$ cat config.mk
export PLATFORM = sky130hd
export DESIGN_NAME = sp_mem_arbiter_flat
export DESIGN_NICKNAME = d
export VERILOG_FILES = /design/src/rtl/sp_mem_arbiter_if.sv /design/src/rtl/sp_mem_arbiter.sv /design/src/flat_wrapper.sv
export SDC_FILE = /design/constraint.sdc
export NUM_CORES = 1
export LEC_CHECK = 0
export ABC_AREA = 1
export BUFFER_PORTS_ARGS = -buffer_cell sky130_fd_sc_hd__buf_2
export CORE_AREA = 8 8 136 138
export CTS_BUF_LIST = sky130_fd_sc_hd__clkbuf_8
export DETAILED_ROUTE_END_ITERATION = 8
export DIE_AREA = 0 0 144 146
export GPL_TIMING_DRIVEN = 1
export HOLD_SLACK_MARGIN = 0.06
export MAX_ROUTING_LAYER = met4
export PLACE_DENSITY = 0.74
export SETUP_SLACK_MARGIN = 0.3
export SLEW_MARGIN = 20
export SYNTH_ARGS = -nofsm -noshare
export SYNTH_HDL_FRONTEND = slang
export SYNTH_SLANG_ARGS = --single-unit
$ cat constraint.sdc
create_clock -name CLK -period 3.8 [get_ports CLK]
set_clock_uncertainty 0.15 [all_clocks]
set_input_delay 0 -clock CLK [delete_from_list [all_inputs] [get_ports CLK]]
set_output_delay 0 -clock CLK [all_outputs]
set_load 0.05 [all_outputs]
$ cat src/rtl/sp_mem_arbiter_if.sv
// Scratchpad-to-memory arbiter bus: scratchpad load/store requests and the single memory port.
// master = requester/memory environment side, slave = arbiter side.
interface sp_mem_arbiter_if #(
   parameter int unsigned WORD_W       = 32,
   parameter int unsigned BITS_PER_ROW = 64,
   parameter int unsigned ROW_S_W      = 2
);
   // scratchpad request side
   logic                    sLoad;
   logic                    sStore;
   logic [WORD_W-1:0]       load_addr;
   logic [WORD_W-1:0]       store_addr;
   logic [BITS_PER_ROW-1:0] store_data;
   logic [BITS_PER_ROW-1:0] load_data;
   logic                    sLoad_hit;
   logic                    sStore_hit;
   logic [ROW_S_W-1:0]      sLoad_row;

   // memory side
   logic                    mem_req;
   logic                    mem_we;
   logic [WORD_W-1:0]       mem_addr;
   logic [BITS_PER_ROW-1:0] mem_wdata;
   logic                    mem_ready;
   logic [BITS_PER_ROW-1:0] mem_rdata;

   modport master (
      output sLoad, sStore, load_addr, store_addr, store_data, mem_ready, mem_rdata,
      input  load_data, sLoad_hit, sStore_hit, sLoad_row,
      input  mem_req, mem_we, mem_addr, mem_wdata
   );

   modport slave (
      input  sLoad, sStore, load_addr, store_addr, store_data, mem_ready, mem_rdata,
      output load_data, sLoad_hit, sStore_hit, sLoad_row,
      output mem_req, mem_we, mem_addr, mem_wdata
   );
endinterface

$ cat src/rtl/sp_mem_arbiter.sv
// Single-outstanding arbiter between scratchpad load/store requests and one memory port.
// Define SP_ARB_RR_EN for round-robin on simultaneous requests; otherwise load has fixed priority.
module sp_mem_arbiter #(
   parameter int unsigned WORD_W       = 32,
   parameter int unsigned BITS_PER_ROW = 64,
   parameter int unsigned ROW_S_W      = 2
) (
   input  logic            CLK,
   input  logic            RST,
   sp_mem_arbiter_if.slave bus
);

   localparam logic [1:0] IDLE  = 2'd0;
   localparam logic [1:0] LOAD  = 2'd1;
   localparam logic [1:0] STORE = 2'd2;
   localparam logic [1:0] RESP  = 2'd3;

   logic [1:0]              state_q, state_d;
   logic                    mem_req_q, mem_req_d;
   logic                    mem_we_q, mem_we_d;
   logic [WORD_W-1:0]       mem_addr_q, mem_addr_d;
   logic [BITS_PER_ROW-1:0] mem_wdata_q, mem_wdata_d;
   logic [BITS_PER_ROW-1:0] load_data_q, load_data_d;
   logic [ROW_S_W-1:0]      pend_row_q, pend_row_d;
   logic [ROW_S_W-1:0]      load_row_q, load_row_d;
   logic                    load_hit_q, load_hit_d;
   logic                    store_hit_q, store_hit_d;
   logic                    grant_load_c;
   logic                    grant_store_c;

`ifdef SP_ARB_RR_EN
   // Set when the most recent grant went to a store; favours load on the next collision.
   logic last_store_q, last_store_d;
   assign grant_load_c  = bus.sLoad & (~bus.sStore | last_store_q);
`else
   assign grant_load_c  = bus.sLoad;
`endif
   assign grant_store_c = bus.sStore & ~grant_load_c;

   // Next-state and next-output logic
   always_comb begin
      state_d     = state_q;
      mem_req_d   = mem_req_q;
      mem_we_d    = mem_we_q;
      mem_addr_d  = mem_addr_q;
      mem_wdata_d = mem_wdata_q;
      load_data_d = load_data_q;
      pend_row_d  = pend_row_q;
      load_row_d  = load_row_q;
      load_hit_d  = 1'b0;
      store_hit_d = 1'b0;
`ifdef SP_ARB_RR_EN
      last_store_d = last_store_q;
`endif
      case (state_q)
         IDLE: begin
            if (grant_load_c) begin
               state_d    = LOAD;
               mem_req_d  = 1'b1;
               mem_we_d   = 1'b0;
               mem_addr_d = bus.load_addr;
               pend_row_d = bus.load_addr[ROW_S_W-1:0];
`ifdef SP_ARB_RR_EN
               last_store_d = 1'b0;
`endif
            end else if (grant_store_c) begin
               state_d     = STORE;
               mem_req_d   = 1'b1;
               mem_we_d    = 1'b1;
               mem_addr_d  = bus.store_addr;
               mem_wdata_d = bus.store_data;
`ifdef SP_ARB_RR_EN
               last_store_d = 1'b1;
`endif
            end
         end
         LOAD: begin
            if (bus.mem_ready) begin
               state_d     = RESP;
               mem_req_d   = 1'b0;
               load_data_d = bus.mem_rdata;
               load_row_d  = pend_row_q;
               load_hit_d  = 1'b1;
            end
         end
         STORE: begin
            if (bus.mem_ready) begin
               state_d     = RESP;
               mem_req_d   = 1'b0;
               mem_we_d    = 1'b0;
               store_hit_d = 1'b1;
            end
         end
         RESP: begin
            state_d = IDLE;
         end
         default: begin
            state_d   = IDLE;
            mem_req_d = 1'b0;
         end
      endcase
   end

   // State and registered outputs; reset abandons any transaction in flight
   always_ff @(posedge CLK) begin
      if (RST) begin
         state_q     <= IDLE;
         mem_req_q   <= 1'b0;
         mem_we_q    <= 1'b0;
         mem_addr_q  <= '0;
         mem_wdata_q <= '0;
         load_data_q <= '0;
         pend_row_q  <= '0;
         load_row_q  <= '0;
         load_hit_q  <= 1'b0;
         store_hit_q <= 1'b0;
`ifdef SP_ARB_RR_EN
         last_store_q <= 1'b1;
`endif
      end else begin
         state_q     <= state_d;
         mem_req_q   <= mem_req_d;
         mem_we_q    <= mem_we_d;
         mem_addr_q  <= mem_addr_d;
         mem_wdata_q <= mem_wdata_d;
         load_data_q <= load_data_d;
         pend_row_q  <= pend_row_d;
         load_row_q  <= load_row_d;
         load_hit_q  <= load_hit_d;
         store_hit_q <= store_hit_d;
`ifdef SP_ARB_RR_EN
         last_store_q <= last_store_d;
`endif
      end
   end

   assign bus.mem_req    = mem_req_q;
   assign bus.mem_we     = mem_we_q;
   assign bus.mem_addr   = mem_addr_q;
   assign bus.mem_wdata  = mem_wdata_q;
   assign bus.load_data  = load_data_q;
   assign bus.sLoad_row  = load_row_q;
   assign bus.sLoad_hit  = load_hit_q;
   assign bus.sStore_hit = store_hit_q;

endmodule

$ cat src/flat_wrapper.sv
// flat-port wrapper written by rule: the top's interface ports become plain ports
module sp_mem_arbiter_flat 
#(
   parameter int unsigned WORD_W       = 32,
   parameter int unsigned BITS_PER_ROW = 64,
   parameter int unsigned ROW_S_W      = 2
)
  (CLK, RST, bus_sLoad, bus_sStore, bus_load_addr, bus_store_addr, bus_store_data, bus_mem_ready, bus_mem_rdata, bus_load_data, bus_sLoad_hit, bus_sStore_hit, bus_sLoad_row, bus_mem_req, bus_mem_we, bus_mem_addr, bus_mem_wdata);
  sp_mem_arbiter_if #(.WORD_W(WORD_W), .BITS_PER_ROW(BITS_PER_ROW), .ROW_S_W(ROW_S_W)) bus_i ();
  input  logic CLK;
  input  logic RST;
  input wire logic [$bits(bus_i.sLoad)-1:0] bus_sLoad;
  input wire logic [$bits(bus_i.sStore)-1:0] bus_sStore;
  input wire logic [$bits(bus_i.load_addr)-1:0] bus_load_addr;
  input wire logic [$bits(bus_i.store_addr)-1:0] bus_store_addr;
  input wire logic [$bits(bus_i.store_data)-1:0] bus_store_data;
  input wire logic [$bits(bus_i.mem_ready)-1:0] bus_mem_ready;
  input wire logic [$bits(bus_i.mem_rdata)-1:0] bus_mem_rdata;
  output wire logic [$bits(bus_i.load_data)-1:0] bus_load_data;
  output wire logic [$bits(bus_i.sLoad_hit)-1:0] bus_sLoad_hit;
  output wire logic [$bits(bus_i.sStore_hit)-1:0] bus_sStore_hit;
  output wire logic [$bits(bus_i.sLoad_row)-1:0] bus_sLoad_row;
  output wire logic [$bits(bus_i.mem_req)-1:0] bus_mem_req;
  output wire logic [$bits(bus_i.mem_we)-1:0] bus_mem_we;
  output wire logic [$bits(bus_i.mem_addr)-1:0] bus_mem_addr;
  output wire logic [$bits(bus_i.mem_wdata)-1:0] bus_mem_wdata;
  assign bus_i.sLoad = bus_sLoad;
  assign bus_i.sStore = bus_sStore;
  assign bus_i.load_addr = bus_load_addr;
  assign bus_i.store_addr = bus_store_addr;
  assign bus_i.store_data = bus_store_data;
  assign bus_i.mem_ready = bus_mem_ready;
  assign bus_i.mem_rdata = bus_mem_rdata;
  assign bus_load_data = bus_i.load_data;
  assign bus_sLoad_hit = bus_i.sLoad_hit;
  assign bus_sStore_hit = bus_i.sStore_hit;
  assign bus_sLoad_row = bus_i.sLoad_row;
  assign bus_mem_req = bus_i.mem_req;
  assign bus_mem_we = bus_i.mem_we;
  assign bus_mem_addr = bus_i.mem_addr;
  assign bus_mem_wdata = bus_i.mem_wdata;
  sp_mem_arbiter #(.WORD_W(WORD_W), .BITS_PER_ROW(BITS_PER_ROW), .ROW_S_W(ROW_S_W)) u_core (.CLK(CLK), .RST(RST), .bus(bus_i));
endmodule
==> results summary, run 1 <==
The I/O pin total came out at 363. Clock-pin slew was measured on the worst setup and hold paths at 0.10 ns. The area growth from synthesis to layout is 67.63%. The number of clock buffers added by TritonCTS is 17. The count of clock tree sinks came out at 170. The detailed-route vias per instance is 4.977.

The time the worst path needs with I/O delays and setup is 2.796 ns. The setup check on the worst reg-to-reg path leaves a slack of 1.10 ns. By startpoint and endpoint, the worst setup path is classified as in -> reg. The post-synthesis cell area is 6556 µm². For hold timing, the worst endpoint is u_core.bus.mem_addr[0]$_SDFFE_PP0P_. The final setup slack of the worst path is 1.004 ns. The synthesized netlist contains 22 unique library cells.

The number of cell instances on the worst register-to-register path is 7. The portion of the post-synthesis area used by sequential elements is 0.5191. The transition time at the pin with the least slew margin came out at 0.9336 ns. The cell row count came out at 47. The starting DRC count in detailed routing came out at 534. The floorplan die width is 144 µm. For this design, the slowest cell found on the critical path is sky130_fd_sc_hd__dlygate4sd3_1. Headroom to the max-slew limit came out at 0.3769. The number of stages on the worst setup path came out at 8.

The worst setup path is captured at a register. The share of power burned in the clock network came out at 0.183. The total wire length came out at 29130 µm. The total DRC errors in the routed layout came out at 0.

The maximum buffer depth of the clock tree is 2. The cell count of the worst hold path is 6. The number of global-route vias before repair came out at 8558. The floorplan die height is 146 µm. The number of hold violations in the final report came out at 0. The origin of the worst min-delay path is bus_sLoad. The post-synthesis cell count is 867.

In this run the worst hold path is classified as in -> reg. The internal power contribution came out at 3.759 mW. The placeable core area came out at 16290 µm². The cell that appears most often on the critical path is sky130_fd_sc_hd__dlygate4sd3_1. The standby leakage power is 5.381 nW. The average wire per cell in the routed design is 17.55 µm. TritonCTS built the clock tree. Static timing analysis puts the maximum clock frequency at 357.6 MHz. The number of nets produced by synthesis is 1069.

The largest vdd supply drop is 0.0004320 V. The Yosys warning count is 0. The detailed-routing iteration count for the pre-antenna-repair pass is 5. The first global-routing pass estimated 44140 µm of wire. The fraction of final layout cells sized beyond drive strength 1 came out at 0.2855. The count of maximum capacitance violations came out at 0. The share of the clock period used by the worst path after layout is 0.7359. The sequential share of power came out at 0.336. The count of final setup violators is 0. Of the total power, the share spent switching nets is 0.4789. The initial antenna violation count is 11. Walking the worst path, the cells encountered are dlygate4sd3_1 > buf_2 > inv_4 > buf_12 > o21ai_1 > dlygate4sd3_1 > a21oi_1 > dlygate4sd3_1. The HPWL after detailed placement came out at 16420 µm. The worst register-to-register path ends at u_core.bus.mem_wdata[58]$_SDFFE_PP0P_. STA classifies the critical path startpoint as a primary input. After routing, the total negative slack on setup checks comes to 0 ns. The power per cell area came out at 656.4 nW/µm². On the worst path, the slowest cell contributes a delay of 0.61 ns. The later pin in the worst-skew pair is clocked with a latency of 0.45 ns. The switching power of the nets is 3.455 mW. The library cell used as clock root buffer is sky130_fd_sc_hd__clkbuf_8.

The port buffer count is 362. Each instance of the synthesized netlist takes up on average 7.562 µm². After synthesis the netlist holds a flip-flop and latch count of 170. Entering global routing, the biggest net connects 112 pins.

The remaining antenna violation count is 0. The buffers inserted during post-CTS setup optimization came out at 0. The worst-path maximum fanout is 90. Data arrives at the worst endpoint at 3.05 ns. The run finished with clean final reports. In this run the critical register-to-register path is launched from u_core.state_q[0]$_SDFFE_PP0P_. In the global route stage, overall resource usage came out at 0.2746. Of the total power, combinational logic draws 0.482. For this run the aggregate overflow at the end of global routing stands at 0.

Routability-driven placement finished with a final weighted congestion of 0.8094. The net count of the finished layout is 1619. The final-report max-slew violation count is 0. The required time of the critical path came out at 4.05 ns. The starting density of the core is 0.4025.

The total number of vias came out at 8261. The number of buffer and inverter instances along the worst setup path is 6. The die outline area is 21020 µm². Before CTS, the worst setup slack after placement is 1.793 ns.

The maximum level of the CTS H-tree came out at 4. The top cell family by delay on the critical path is buffers and inverters. Setup repair after global routing left no endpoint under its margin.
cell type report:
cell class / count / area [µm²]
Inverter: 77 / 295.3
Fill cell: 1186 / 5299
Tap cell: 220 / 275.3
Clock buffer: 19 / 261.5
Multi-Input combinational cell: 561 / 2481
Antenna cell: 11 / 27.53
Clock inverter: 12 / 140.1
Sequential cell: 170 / 3403
Timing Repair Buffer: 590 / 4106
registers in the layout (all words and copies together), names as in the netlist:
name / flops
u_core.bus.load_data: 64
u_core.bus.mem_addr: 32
u_core.bus.mem_req: 1
u_core.bus.mem_wdata: 64
u_core.bus.mem_we: 1
u_core.bus.sLoad_hit: 1
u_core.bus.sLoad_row: 2
u_core.bus.sStore_hit: 1
u_core.pend_row_q: 2
u_core.state_q: 2
what timing repair did:
action,4_1_cts,5_1_grt
hold endpoints to repair,168,0
gates resized for setup,0,0
hold buffers,223,0
worst max-delay path by stage:
stage	slack, ns	to	start
floorplan	2.32	u_core.bus.mem_addr[10]$_SDFFE_PP0P_	u_core.state_q[0]$_SDFFE_PP0P_
global placement	1.89	u_core.bus.load_data[53]$_SDFFE_PP0P_	u_core.state_q[1]$_SDFFE_PP0P_
detailed placement	1.79	u_core.bus.load_data[3]$_SDFFE_PP0P_	u_core.state_q[1]$_SDFFE_PP0P_
CTS	1.15	u_core.bus.mem_wdata[52]$_SDFFE_PP0P_	RST
global route	0.87	u_core.bus.mem_wdata[58]$_SDFFE_PP0P_	RST
finish	1.00	u_core.bus.mem_wdata[58]$_SDFFE_PP0P_	RST
through the flow:
step | total power [mW] | instance area (µm²) | cells | utilization | hold slack, ns
finish | 7.214 | 10990 | 1660 | 0.6747 | 0.1264
global route | 7.571 | 10990 | 1660 | 0.6747 | 0.1408
CTS | 7.104 | 10960 | 1649 | 0.6729 | 0.1133
detailed placement | 5.524 | 8328 | 1395 | 0.5113 | 0.08989
global placement | 5.478 | 8328 | 1395 | 0.5113 | 0.08606
floorplan | 4.836 | 6556 | 867 | - | -0.07762
synth_stat cells:
library cell / count / share of area
sky130_fd_sc_hd__a21oi_1: 66 / 0.050
sky130_fd_sc_hd__buf_12: 1 / 0.0031
sky130_fd_sc_hd__buf_2: 14 / 0.011
sky130_fd_sc_hd__buf_4: 9 / 0.010
sky130_fd_sc_hd__buf_6: 12 / 0.021
sky130_fd_sc_hd__clkbuf_1: 22 / 0.013
sky130_fd_sc_hd__clkbuf_2: 1 / 0.00076
sky130_fd_sc_hd__dfxtp_1: 170 / 0.52
sky130_fd_sc_hd__ha_1: 5 / 0.0095
sky130_fd_sc_hd__inv_1: 72 / 0.041
sky130_fd_sc_hd__inv_2: 4 / 0.0023
sky130_fd_sc_hd__inv_4: 1 / 0.00095
sky130_fd_sc_hd__nand2_1: 107 / 0.061
sky130_fd_sc_hd__nand2_2: 1 / 0.00095
sky130_fd_sc_hd__nand3_1: 2 / 0.0015
sky130_fd_sc_hd__nand3_4: 1 / 0.0027
sky130_fd_sc_hd__nand4_1: 1 / 0.00095
sky130_fd_sc_hd__nor2_1: 207 / 0.12
sky130_fd_sc_hd__nor2_4: 2 / 0.0034
sky130_fd_sc_hd__o21ai_0: 97 / 0.074
sky130_fd_sc_hd__o21ai_1: 71 / 0.054
sky130_fd_sc_hd__or2_2: 1 / 0.00095
cell usage in the layout, fill, tap and decap left out, types with 3 or more instances in the layout:
cell type | Yosys | routed
sky130_fd_sc_hd__clkinv_2 | 0 | 3
sky130_fd_sc_hd__nor2_1 | 207 | 207
sky130_fd_sc_hd__o21ai_1 | 71 | 71
sky130_fd_sc_hd__buf_2 | 14 | 362
sky130_fd_sc_hd__buf_4 | 9 | 3
sky130_fd_sc_hd__dfxtp_1 | 170 | 170
sky130_fd_sc_hd__a21oi_1 | 66 | 66
sky130_fd_sc_hd__clkinvlp_4 | 0 | 4
sky130_fd_sc_hd__dlygate4sd3_1 | 0 | 223
sky130_fd_sc_hd__ha_1 | 5 | 5
sky130_fd_sc_hd__inv_1 | 72 | 72
sky130_fd_sc_hd__nand2_1 | 107 | 107
sky130_fd_sc_hd__o21ai_0 | 97 | 97
sky130_fd_sc_hd__diode_2 | 0 | 11
sky130_fd_sc_hd__clkbuf_8 | 0 | 19
power by group through the flow:
stage,combinational [mW],sequential [mW],clock [mW]
after CTS,3.37,2.39,1.34
after floorplan,1.03,3.80,0
after global routing,3.69,2.46,1.41
after global placement,3.07,2.41,0
after detailed placement,3.10,2.43,0
final,3.47,2.42,1.32
tightest hold or removal path, delay by kind of cell:
| kind | cells | cell delay, ns |
|---|---|---|
| AND/OR/NAND/NOR | 4 | 0.30 |
| buffers and inverters | 2 | 0.37 |
layer usage:
metal	GRT usage	routed length [µm]
met2	0.4519	14270
met5	-	0
met4	0.1815	1676
met3	0.07448	2709
met1	0.2817	10470
cell families (layout without fill, tap and decap cells):
family / after synthesis / after routing / synth area share
simple gates: 322 / 322 / 0.1903
compound gates: 234 / 234 / 0.1786
flops: 170 / 170 / 0.5191
buf+inv: 136 / 698 / 0.1025
fa+ha+maj: 5 / 5 / 0.009542
other cells: 0 / 11 / 0
No activity file was read; power rests on OpenSTA's default activity.
==> run 2, diff against run 1 <==
--- a/config.mk
+++ b/config.mk
@@ -5,16 +5,16 @@
 export SDC_FILE = /design/constraint.sdc
 export NUM_CORES = 1
 export LEC_CHECK = 0
-export ABC_AREA = 1
+export ABC_AREA = 0
 export BUFFER_PORTS_ARGS = -buffer_cell sky130_fd_sc_hd__buf_2
-export CORE_AREA = 8 8 136 138
+export CORE_AREA = 8 8 135 137
 export CTS_BUF_LIST = sky130_fd_sc_hd__clkbuf_8
 export DETAILED_ROUTE_END_ITERATION = 8
-export DIE_AREA = 0 0 144 146
+export DIE_AREA = 0 0 143 145
 export GPL_TIMING_DRIVEN = 1
 export HOLD_SLACK_MARGIN = 0.06
 export MAX_ROUTING_LAYER = met4
-export PLACE_DENSITY = 0.74
+export PLACE_DENSITY = 0.73
 export SETUP_SLACK_MARGIN = 0.3
 export SLEW_MARGIN = 20
 export SYNTH_ARGS = -nofsm -noshare
==> constraint.sdc (replaced) <==
create_clock -name CLK -period 2.8 [get_ports CLK]
set_clock_uncertainty 0.15 [all_clocks]
set_input_delay 0 -clock CLK [delete_from_list [all_inputs] [get_ports CLK]]
set_output_delay 0 -clock CLK [all_outputs]
set_load 0.05 [all_outputs]
==> run 2 against run 1 <==
Compared with the run above: clock power rose by 48%; hold slack improved by 0.040 ns; sequential power rose by 24%; wire length fell by 6.0%; cell count fell by 4.9%; count of clock-buffer cells in the layout fell by 2; highest routed layer unchanged; combinational power barely moved; first-iteration DRC count fell by 32%; total power rose by 17%; non-clock buffer count rose by 37; global-route usage fell by 1.5 points; critical path type is now reg -> reg.
==> results summary, run 2 <==
Run status: complete, no violations (unchanged). The maximum level of the CTS H-tree came out at 4 (unchanged). The final weighted congestion of routability-driven global placement came to 0.8267 (was 0.8094). The leading cell type in the layout, fill and taps excluded was sky130_fd_sc_hd__buf_2 (unchanged). The start-to-end type of the worst setup path is reg -> reg (was in -> reg). The total clock buffers created by CTS is 17 (unchanged). Cell-by-cell trace of the critical path: inv_1 > ha_1 > nand2_1 > o2111ai_1 > dlygate4sd3_1 > a21oi_1 > dlygate4sd3_1 (was dlygate4sd3_1 > buf_2 > inv_4 > buf_12 > o21ai_1 > dlygate4sd3_1 > a21oi_1 > dlygate4sd3_1). The multi-input logic area is 2564 µm² (was 2481 µm²). The internal reg-to-reg setup slack is 0.44 ns (was 1.10 ns).

The proportion of register bits with asynchronous set or reset after synthesis came out at 0 (unchanged). The number of flops mapped to enable cells by yosys is 0 (unchanged). The fraction of final layout cells sized beyond drive strength 1 is 0.3018 (was 0.2855). The origin of the worst min-delay path is bus_sLoad (unchanged). The average wire per cell in the routed design is 17.34 µm (was 17.55 µm). The clock-pin slew on the worst setup and hold paths was 0.09 ns (was 0.10 ns).

The HPWL after detailed placement is 15610 µm (was 16420 µm). The power per cell area came out at 755.5 nW/µm² (was 656.4 nW/µm²). The portion of the post-synthesis area used by sequential elements is 0.5403 (was 0.5191).

The Yosys warning count is 0 (unchanged). The total number of vias is 7770 (was 8261). The TritonCTS clock tree is done (unchanged). The starting DRC count in detailed routing was 364 (was 534). The cell count of the worst hold path is 4 (was 6). The standby leakage power came out at 5.285 nW (was 5.381 nW).

The library cell used as clock root buffer is sky130_fd_sc_hd__clkbuf_8 (unchanged). Commonest cells after routing, fill and taps aside: sky130_fd_sc_hd__buf_2, sky130_fd_sc_hd__nand2_1, sky130_fd_sc_hd__dlygate4sd3_1, sky130_fd_sc_hd__dfxtp_1, sky130_fd_sc_hd__a21oi_1 (was sky130_fd_sc_hd__buf_2, sky130_fd_sc_hd__dlygate4sd3_1, sky130_fd_sc_hd__nor2_1, sky130_fd_sc_hd__dfxtp_1, sky130_fd_sc_hd__nand2_1). The kind of start point of the critical path is a register (was primary input). The count of maximum capacitance violations came out at 0 (unchanged). Of the available clock period, the critical path in the final layout requires 0.8435. The share of the core filled with cells came out at 0.6928 (was 0.6747). The relative max-transition margin came out at 0.3786 (was 0.3769). The total DRC errors in the routed layout is 0 (unchanged). The most frequent cell after synthesis was sky130_fd_sc_hd__nand2_1 (was sky130_fd_sc_hd__nor2_1).

The total wire length came out at 27390 µm (was 29130 µm). The routed design could run at a clock period as short as 2.362 ns. The pin count of the biggest net entering global routing came out at 85 (was 112). The mean cell area of the mapped netlist came to 8.342 µm² (was 7.562 µm²). The number of hold violations in the final report is 0 (unchanged). The proportion of netlist area held by the largest area contributor is 0.5403 (was 0.5191). The net count of the finished layout is 1544 (was 1619). The clock latency on the worst-skew pair was 0.44 ns (was 0.45 ns). The count of final setup violators came out at 0 (unchanged). The initial antenna violation count came out at 4 (was 11).

The global-route wire length before repair came out at 41830 µm (was 44140 µm). The placeable core area came out at 16170 µm² (was 16290 µm²). The number of buffer and inverter instances along the worst setup path was 3 (was 6). The buffers inserted during post-CTS setup optimization came out at 0 (unchanged). The transition time at the pin with the least slew margin came out at 0.9321 ns (was 0.9336 ns). The worst-path maximum fanout came out at 4 (was 90).

The detailed-routing iteration count for the pre-antenna-repair pass came out at 5 (unchanged). The biggest cell delay along the critical path came out at 0.58 ns (was 0.61 ns). The die outline area was 20740 µm² (was 21020 µm²). The highest-delay cell along the critical path is sky130_fd_sc_hd__dlygate4sd3_1 (unchanged). The number of cell instances on the worst register-to-register path came out at 7 (unchanged).

The reg-to-reg critical path startpoint is u_core.state_q[0]$_SDFFE_PP0P_ (unchanged). The endpoint type of the worst setup path is a register (unchanged). The data arrival time at the worst-slack endpoint came out at 2.61 ns (was 3.05 ns). The register area came to 3403 µm² (unchanged). The area growth from synthesis to layout was 77.89% (was 67.63%). The number of nets produced by synthesis is 957 (was 1069).

The setup TNS after final layout is 0 ns (unchanged). The required time of the critical path was 3.04 ns (was 4.05 ns). The worst reg2reg path endpoint is u_core.bus.mem_we$_SDFFE_PP0P_ (was u_core.bus.mem_wdata[58]$_SDFFE_PP0P_). The largest area contributor in the netlist is sky130_fd_sc_hd__dfxtp_1 (unchanged). The port buffer count came out at 362 (unchanged). The hold path endpoint is u_core.state_q[0]$_SDFFE_PP0P_ (was u_core.bus.mem_addr[0]$_SDFFE_PP0P_).

The floorplan die height was 145 µm (was 146 µm). The largest vdd supply drop came out at 0.0005686 V (was 0.0004320 V). The I/O pin total came out at 363 (unchanged).

The top cell family by delay on the critical path was buffers and inverters (unchanged). The cell row count is 47 (unchanged). The aggregate global routing overflow came out at 0 (unchanged). Leading cell types by total area after synthesis: sky130_fd_sc_hd__dfxtp_1, sky130_fd_sc_hd__nand2_1, sky130_fd_sc_hd__a21oi_1 (was sky130_fd_sc_hd__dfxtp_1, sky130_fd_sc_hd__nor2_1, sky130_fd_sc_hd__o21ai_0). Top cells by instance count after synthesis: sky130_fd_sc_hd__nand2_1, sky130_fd_sc_hd__dfxtp_1, sky130_fd_sc_hd__a21oi_1, sky130_fd_sc_hd__a211oi_1, sky130_fd_sc_hd__nor2_1 (was sky130_fd_sc_hd__nor2_1, sky130_fd_sc_hd__dfxtp_1, sky130_fd_sc_hd__nand2_1, sky130_fd_sc_hd__o21ai_0, sky130_fd_sc_hd__inv_1). The most instantiated flip-flop cell in the synthesis netlist is sky130_fd_sc_hd__dfxtp_1 (unchanged). The starting density of the core was 0.3895 (was 0.4025). The count of clock tree sinks is 170 (unchanged). The library cell appearing most often on the critical path was sky130_fd_sc_hd__dlygate4sd3_1 (unchanged). The filler cell count was 1110 (was 1186).

The post-synthesis cell area came to 6299 µm² (was 6556 µm²). The post-synthesis cell count came out at 755 (was 867). The floorplan die width came to 143 µm (was 144 µm). The global-route usage over all layers came out at 0.2598 (was 0.2746).

The detailed-route vias per instance came to 4.921 (was 4.977). Unrepaired setup endpoints after global routing: no (unchanged). The highest clock frequency the design can meet is 423.4 MHz.

The maximum buffer depth of the clock tree is 2 (unchanged). The number of global-route vias before repair came out at 8218 (was 8558). The path type of the worst min-delay path was in -> reg (unchanged). The number of flip-flops and latches in the synthesized netlist is 170 (unchanged). The remaining antenna violation count is 0 (unchanged). The final-report max-slew violation count came out at 0 (unchanged).

The distinct cell type count after synthesis was 26 (was 22).
run 2: changes by cell type in the layout (fill, tap and decap cells not counted), moves of 32 or more:
cell	change
sky130_fd_sc_hd__nor2_1	-173
sky130_fd_sc_hd__a211oi_1	+34
sky130_fd_sc_hd__mux2i_1	+32
sky130_fd_sc_hd__o21ai_0	-97
sky130_fd_sc_hd__inv_1	-67
sky130_fd_sc_hd__a21oi_1	+67
sky130_fd_sc_hd__o21ai_1	-71
sky130_fd_sc_hd__nand2_1	+159
run 2: layout make-up:
class,count,share of cell area
sequential,170,0.3037
antenna,4,0.0008934
tap,220,0.02457
multi-input combinational,522,0.2288
clock inverter,15,0.01910
inverter,4,0.001340
clock buffer,17,0.02088
timing repair buffer,627,0.4007
run 2: per-layer routing:
metal  vias up  track usage  wire (µm)
met4         0       0.1563       1474
met2       459       0.4304      13300
met1      3532       0.2600       9830
met3       119      0.08694       2783
met5         -            -          0
li1       3660            -          -
run 2: logic make-up after synthesis:
group,synth area share
AND/OR/NAND/NOR,0.1921
AO/OA/AOI/OAI,0.1530
flip-flops,0.5403
buffers and inverters,0.05383
multiplexers,0.05085
adder cells (fa/ha/maj),0.009932
run 2: how the worst max path moves through the flow:
stage                                         from  cells after the start  slack [ns]                               endpoint
global route        u_core.state_q[0]$_SDFFE_PP0P_                      7        0.32         u_core.bus.mem_we$_SDFFE_PP0P_
CTS                 u_core.state_q[1]$_SDFFE_PP0P_                      6        0.44         u_core.bus.mem_we$_SDFFE_PP0P_
finish              u_core.state_q[0]$_SDFFE_PP0P_                      7        0.44         u_core.bus.mem_we$_SDFFE_PP0P_
detailed placement  u_core.state_q[1]$_SDFFE_PP0P_                      6        0.72   u_core.bus.mem_addr[29]$_SDFFE_PP0P_
floorplan           u_core.state_q[0]$_SDFFE_PP0P_                      8        1.16  u_core.bus.mem_wdata[10]$_SDFFE_PP0P_
global placement    u_core.state_q[0]$_SDFFE_PP0P_                      6        0.81   u_core.bus.mem_addr[31]$_SDFFE_PP0P_
run 2: where the power goes:
group          switching (mW)  leakage, nW  total (mW)  internal (mW)
registers               0.205         1.39        3.01           2.80
logic                    2.42         3.68        3.50           1.09
clock network           0.962        0.222        1.96          0.993
run 2: worst reg2reg max path, cell delays in order (launching register included):
cell                            delay [ns]
sky130_fd_sc_hd__dfxtp_1              0.36
sky130_fd_sc_hd__inv_1                0.10
sky130_fd_sc_hd__ha_1                 0.24
sky130_fd_sc_hd__nand2_1              0.07
sky130_fd_sc_hd__o2111ai_1            0.10
sky130_fd_sc_hd__dlygate4sd3_1        0.58
sky130_fd_sc_hd__a21oi_1              0.14
sky130_fd_sc_hd__dlygate4sd3_1        0.57
run 2: repair_timing:
action | CTS | global route
gates resized for setup | 0 | 1
hold endpoints to repair | 170 | 0
hold buffers | 254 | 0
setup endpoints to repair | 0 | 3
run 2: per-stage QoR:
| step | total power [mW] | setup WS (ns) | instance area, µm² | hold WS [ns] | std cells |
|---|---|---|---|---|---|
| global route | 8.847 | 0.3234 | 11200 | 0.1615 | 1579 |
| detailed placement | 6.084 | 0.7172 | 8202 | 0.09467 | 1289 |
| global placement | 6.035 | 0.8107 | 8202 | 0.09024 | 1289 |
| CTS | 8.395 | 0.4400 | 11190 | 0.1343 | 1575 |
| floorplan | 5.331 | 1.163 | 6299 | -0.01400 | 755 |
| finish | 8.465 | 0.4382 | 11200 | 0.1668 | 1579 |
==> run 3, diff against run 2 <==
--- a/config.mk
+++ b/config.mk
@@ -7,14 +7,15 @@
 export LEC_CHECK = 0
 export ABC_AREA = 0
 export BUFFER_PORTS_ARGS = -buffer_cell sky130_fd_sc_hd__buf_2
-export CORE_AREA = 8 8 135 137
+export CORE_ASPECT_RATIO = 0.8
+export CORE_MARGIN = 8
+export CORE_UTILIZATION = 41
 export CTS_BUF_LIST = sky130_fd_sc_hd__clkbuf_8
 export DETAILED_ROUTE_END_ITERATION = 8
-export DIE_AREA = 0 0 143 145
 export GPL_TIMING_DRIVEN = 1
 export HOLD_SLACK_MARGIN = 0.06
 export MAX_ROUTING_LAYER = met4
-export PLACE_DENSITY = 0.73
+export PLACE_DENSITY = 0.79
 export SETUP_SLACK_MARGIN = 0.3
 export SLEW_MARGIN = 20
 export SYNTH_ARGS = -nofsm -noshare
==> constraint.sdc (replaced) <==
create_clock -name CLK -period 2.1 [get_ports CLK]
set_clock_uncertainty 0.15 [all_clocks]
set_input_delay 0 -clock CLK [delete_from_list [all_inputs] [get_ports CLK]]
set_output_delay 0 -clock CLK [all_outputs]
set_load 0.05 [all_outputs]
==> run 3 against run 2 <==
Compared with the run above: flip-flop and latch count stayed put; first-iteration DRC count grew 77%; utilization rose by 2.6 points; sequential power rose by 34%; critical path depth down 1; die area fell by 5.4%; cell count fell by 4.9%; critical path type is now in -> reg; critical endpoint is now u_core.bus.mem_addr[10]$_SDFFE_PP0P_; largest cell class unchanged.
==> results summary, run 3 (synthesis results as in run 2) <==
Run status: complete, no violations (unchanged). The transition time at the pin with the least slew margin came out at 0.7259 ns (was 0.9321 ns). The total DRC errors in the routed layout is 0 (unchanged). The count of maximum capacitance violations is 0 (unchanged).

Commonest cells after routing, fill and taps aside: sky130_fd_sc_hd__buf_2, sky130_fd_sc_hd__nand2_1, sky130_fd_sc_hd__dlygate4sd3_1, sky130_fd_sc_hd__dfxtp_1, sky130_fd_sc_hd__a21oi_1 (unchanged). The required time of the critical path came out at 2.26 ns (was 3.04 ns). The final weighted congestion of routability-driven global placement is 0.8073 (was 0.8267). The starting DRC count in detailed routing came to 646 (was 364). Unrepaired setup endpoints after global routing: no (unchanged). The largest vdd supply drop came to 0.0006018 V (was 0.0005686 V). The global-route wire length before repair came to 41590 µm (was 41830 µm). The starting density of the core came out at 0.4195 (was 0.3895). The fraction of final layout cells sized beyond drive strength 1 is 0.3201 (was 0.3018). The kind of start point of the critical path is a primary input (was register). The power per cell area is 1049 nW/µm² (was 755.5 nW/µm²).

The cell row count came out at 40 (was 47). The area growth from synthesis to layout is 71.36% (was 77.89%). The global-route usage over all layers came out at 0.2735 (was 0.2598). The worst hold-check slack was 0.1642 ns (was 0.1668 ns). The post-route non-filler standard cell count came out at 1501 (was 1579).

The clock latency on the worst-skew pair came out at 0.45 ns (was 0.44 ns). The port buffer count was 362 (unchanged). The maximum level of the CTS H-tree is 4 (unchanged). The relative max-transition margin came out at 0.5160 (was 0.3786). The highest clock frequency the design can meet is 559.0 MHz. The standby leakage power came out at 4.991 nW (was 5.285 nW). The total number of vias came out at 7782 (was 7770).

The TritonCTS clock tree was done (unchanged). The floorplan die height came out at 126.9 µm (was 145 µm). The total wire length is 28280 µm (was 27390 µm). The library cell used as clock root buffer is sky130_fd_sc_hd__clkbuf_8 (unchanged).

The leading cell type in the layout, fill and taps excluded was sky130_fd_sc_hd__buf_2 (unchanged). The number of hold violations in the final report was 0 (unchanged). The total clock buffers created by CTS came out at 17 (unchanged). The path type of the worst min-delay path is in -> reg (unchanged). The initial antenna violation count came out at 6 (was 4). The endpoint type of the worst setup path is a register (unchanged). The placeable core area came to 15010 µm² (was 16170 µm²). The time the worst path needs with I/O delays and setup came out at 1.789 ns. The pin count of the biggest net entering global routing was 65 (was 85). The remaining antenna violation count came out at 0 (unchanged). The HPWL after detailed placement is 15300 µm (was 15610 µm).

The count of clock tree sinks came out at 170 (unchanged). The post-placement cell count is 1259 (was 1289). The start-to-end type of the worst setup path is in -> reg (was reg -> reg). The data arrival time at the worst-slack endpoint came out at 1.95 ns (was 2.61 ns). The clock-pin slew on the worst setup and hold paths came out at 0.10 ns (was 0.09 ns). The I/O pin total is 363 (unchanged). The detailed-routing iteration count for the pre-antenna-repair pass is 5 (unchanged).

The share of the clock period used by the worst path after layout came out at 0.8518. The filler cell count came out at 977 (was 1110). The overall power after layout is 11.32 mW (was 8.465 mW).

The die outline area is 19610 µm² (was 20740 µm²). The number of global-route vias before repair came out at 7949 (was 8218). The detailed-route vias per instance was 5.185 (was 4.921). The floorplan die width came out at 154.6 µm (was 143 µm). The net count of the finished layout is 1495 (was 1544). The setup TNS after final layout is 0 ns (unchanged). The average wire per cell in the routed design is 18.84 µm (was 17.34 µm).

The worst setup timing slack at the placement stage came out at 0.2847 ns (was 0.7172 ns). The aggregate global routing overflow is 0 (unchanged). The final-report max-slew violation count is 0 (unchanged). The worst-path maximum fanout is 17 (was 4). The buffers inserted during post-CTS setup optimization is 0 (unchanged). The final setup slack of the worst path came to 0.3112 ns (was 0.4382 ns). The count of final setup violators is 0 (unchanged). The maximum buffer depth of the clock tree came to 2 (unchanged).
## run 3: changes by cell type in the layout (fill, tap and decap cells not counted), moves of 2 or more
| cell | change |
|---|---|
| sky130_fd_sc_hd__clkbuf_8 | +2 |
| sky130_fd_sc_hd__inv_2 | +2 |
| sky130_fd_sc_hd__buf_12 | +4 |
| sky130_fd_sc_hd__buf_4 | -4 |
| sky130_fd_sc_hd__inv_1 | -3 |
| sky130_fd_sc_hd__clkbuf_16 | +3 |
| sky130_fd_sc_hd__dlygate4sd3_1 | -53 |
| sky130_fd_sc_hd__diode_2 | +2 |
## run 3: layout make-up
cell class | instances | area (µm²) | share of cell area
diodes | 6 | 15.01 | 0.001391
multi-input cells | 522 | 2584 | 0.2394
clock inverters | 13 | 180.2 | 0.01669
well taps | 189 | 236.5 | 0.02191
inverters | 4 | 15.01 | 0.001391
flip-flops and latches | 170 | 3403 | 0.3153
clock buffers | 19 | 261.5 | 0.02423
repair buffers | 578 | 4098 | 0.3797
## run 3: worst max-delay path: stages
cell	delay, ns
sky130_fd_sc_hd__dlygate4sd3_1	0.54
sky130_fd_sc_hd__clkbuf_4	0.23
sky130_fd_sc_hd__buf_12	0.20
sky130_fd_sc_hd__mux2i_1	0.24
sky130_fd_sc_hd__dlygate4sd3_1	0.62
sky130_fd_sc_hd__a211oi_1	0.10
## run 3: routing by layer
metal / wire length [µm] / vias to the layer above / global-route usage
li1: - / 3575 / -
met1: 10050 / 3557 / 0.2738
met2: 13980 / 521 / 0.4631
met3: 2671 / 129 / 0.07940
met4: 1574 / 0 / 0.1817
met5: 0 / - / -
## run 3: through the flow
stage / util / instance area (µm²)
after floorplan: - / 6299
after global placement: 0.5475 / 8220
after detailed placement: 0.5475 / 8220
after CTS: 0.7111 / 10680
after global routing: 0.7188 / 10790
final: 0.7188 / 10790
## run 3: path summary, 6_finish.rpt
path	slack, ns	depth (start not counted)	to	startpoint
worst min-delay path	0.16	4	u_core.bus.load_data[29]$_SDFFE_PP0P_	bus_mem_rdata[29]
worst min register to register	0.31	2	u_core.bus.mem_wdata[17]$_SDFFE_PP0P_	u_core.bus.mem_wdata[17]$_SDFFE_PP0P_
worst max-delay path	0.31	6	u_core.bus.mem_addr[10]$_SDFFE_PP0P_	bus_sLoad
worst max register to register	0.39	5	u_core.bus.sStore_hit$_SDFF_PP0_	u_core.state_q[0]$_SDFFE_PP0P_
## run 3: what timing repair did
item                                   4_1_cts  5_1_grt
setup endpoints to repair                    9      104
endpoints found under the hold margin      168        0
gates resized for setup                      1        7
gates cloned                                 0        3
hold buffers                               201        0
## run 3: power by group
part	total [mW]	internal [mW]	switching (mW)	leakage [nW]
clock network	2.56	1.27	1.28	0.217
logic	4.74	1.43	3.32	3.39
registers	4.02	3.73	0.285	1.39
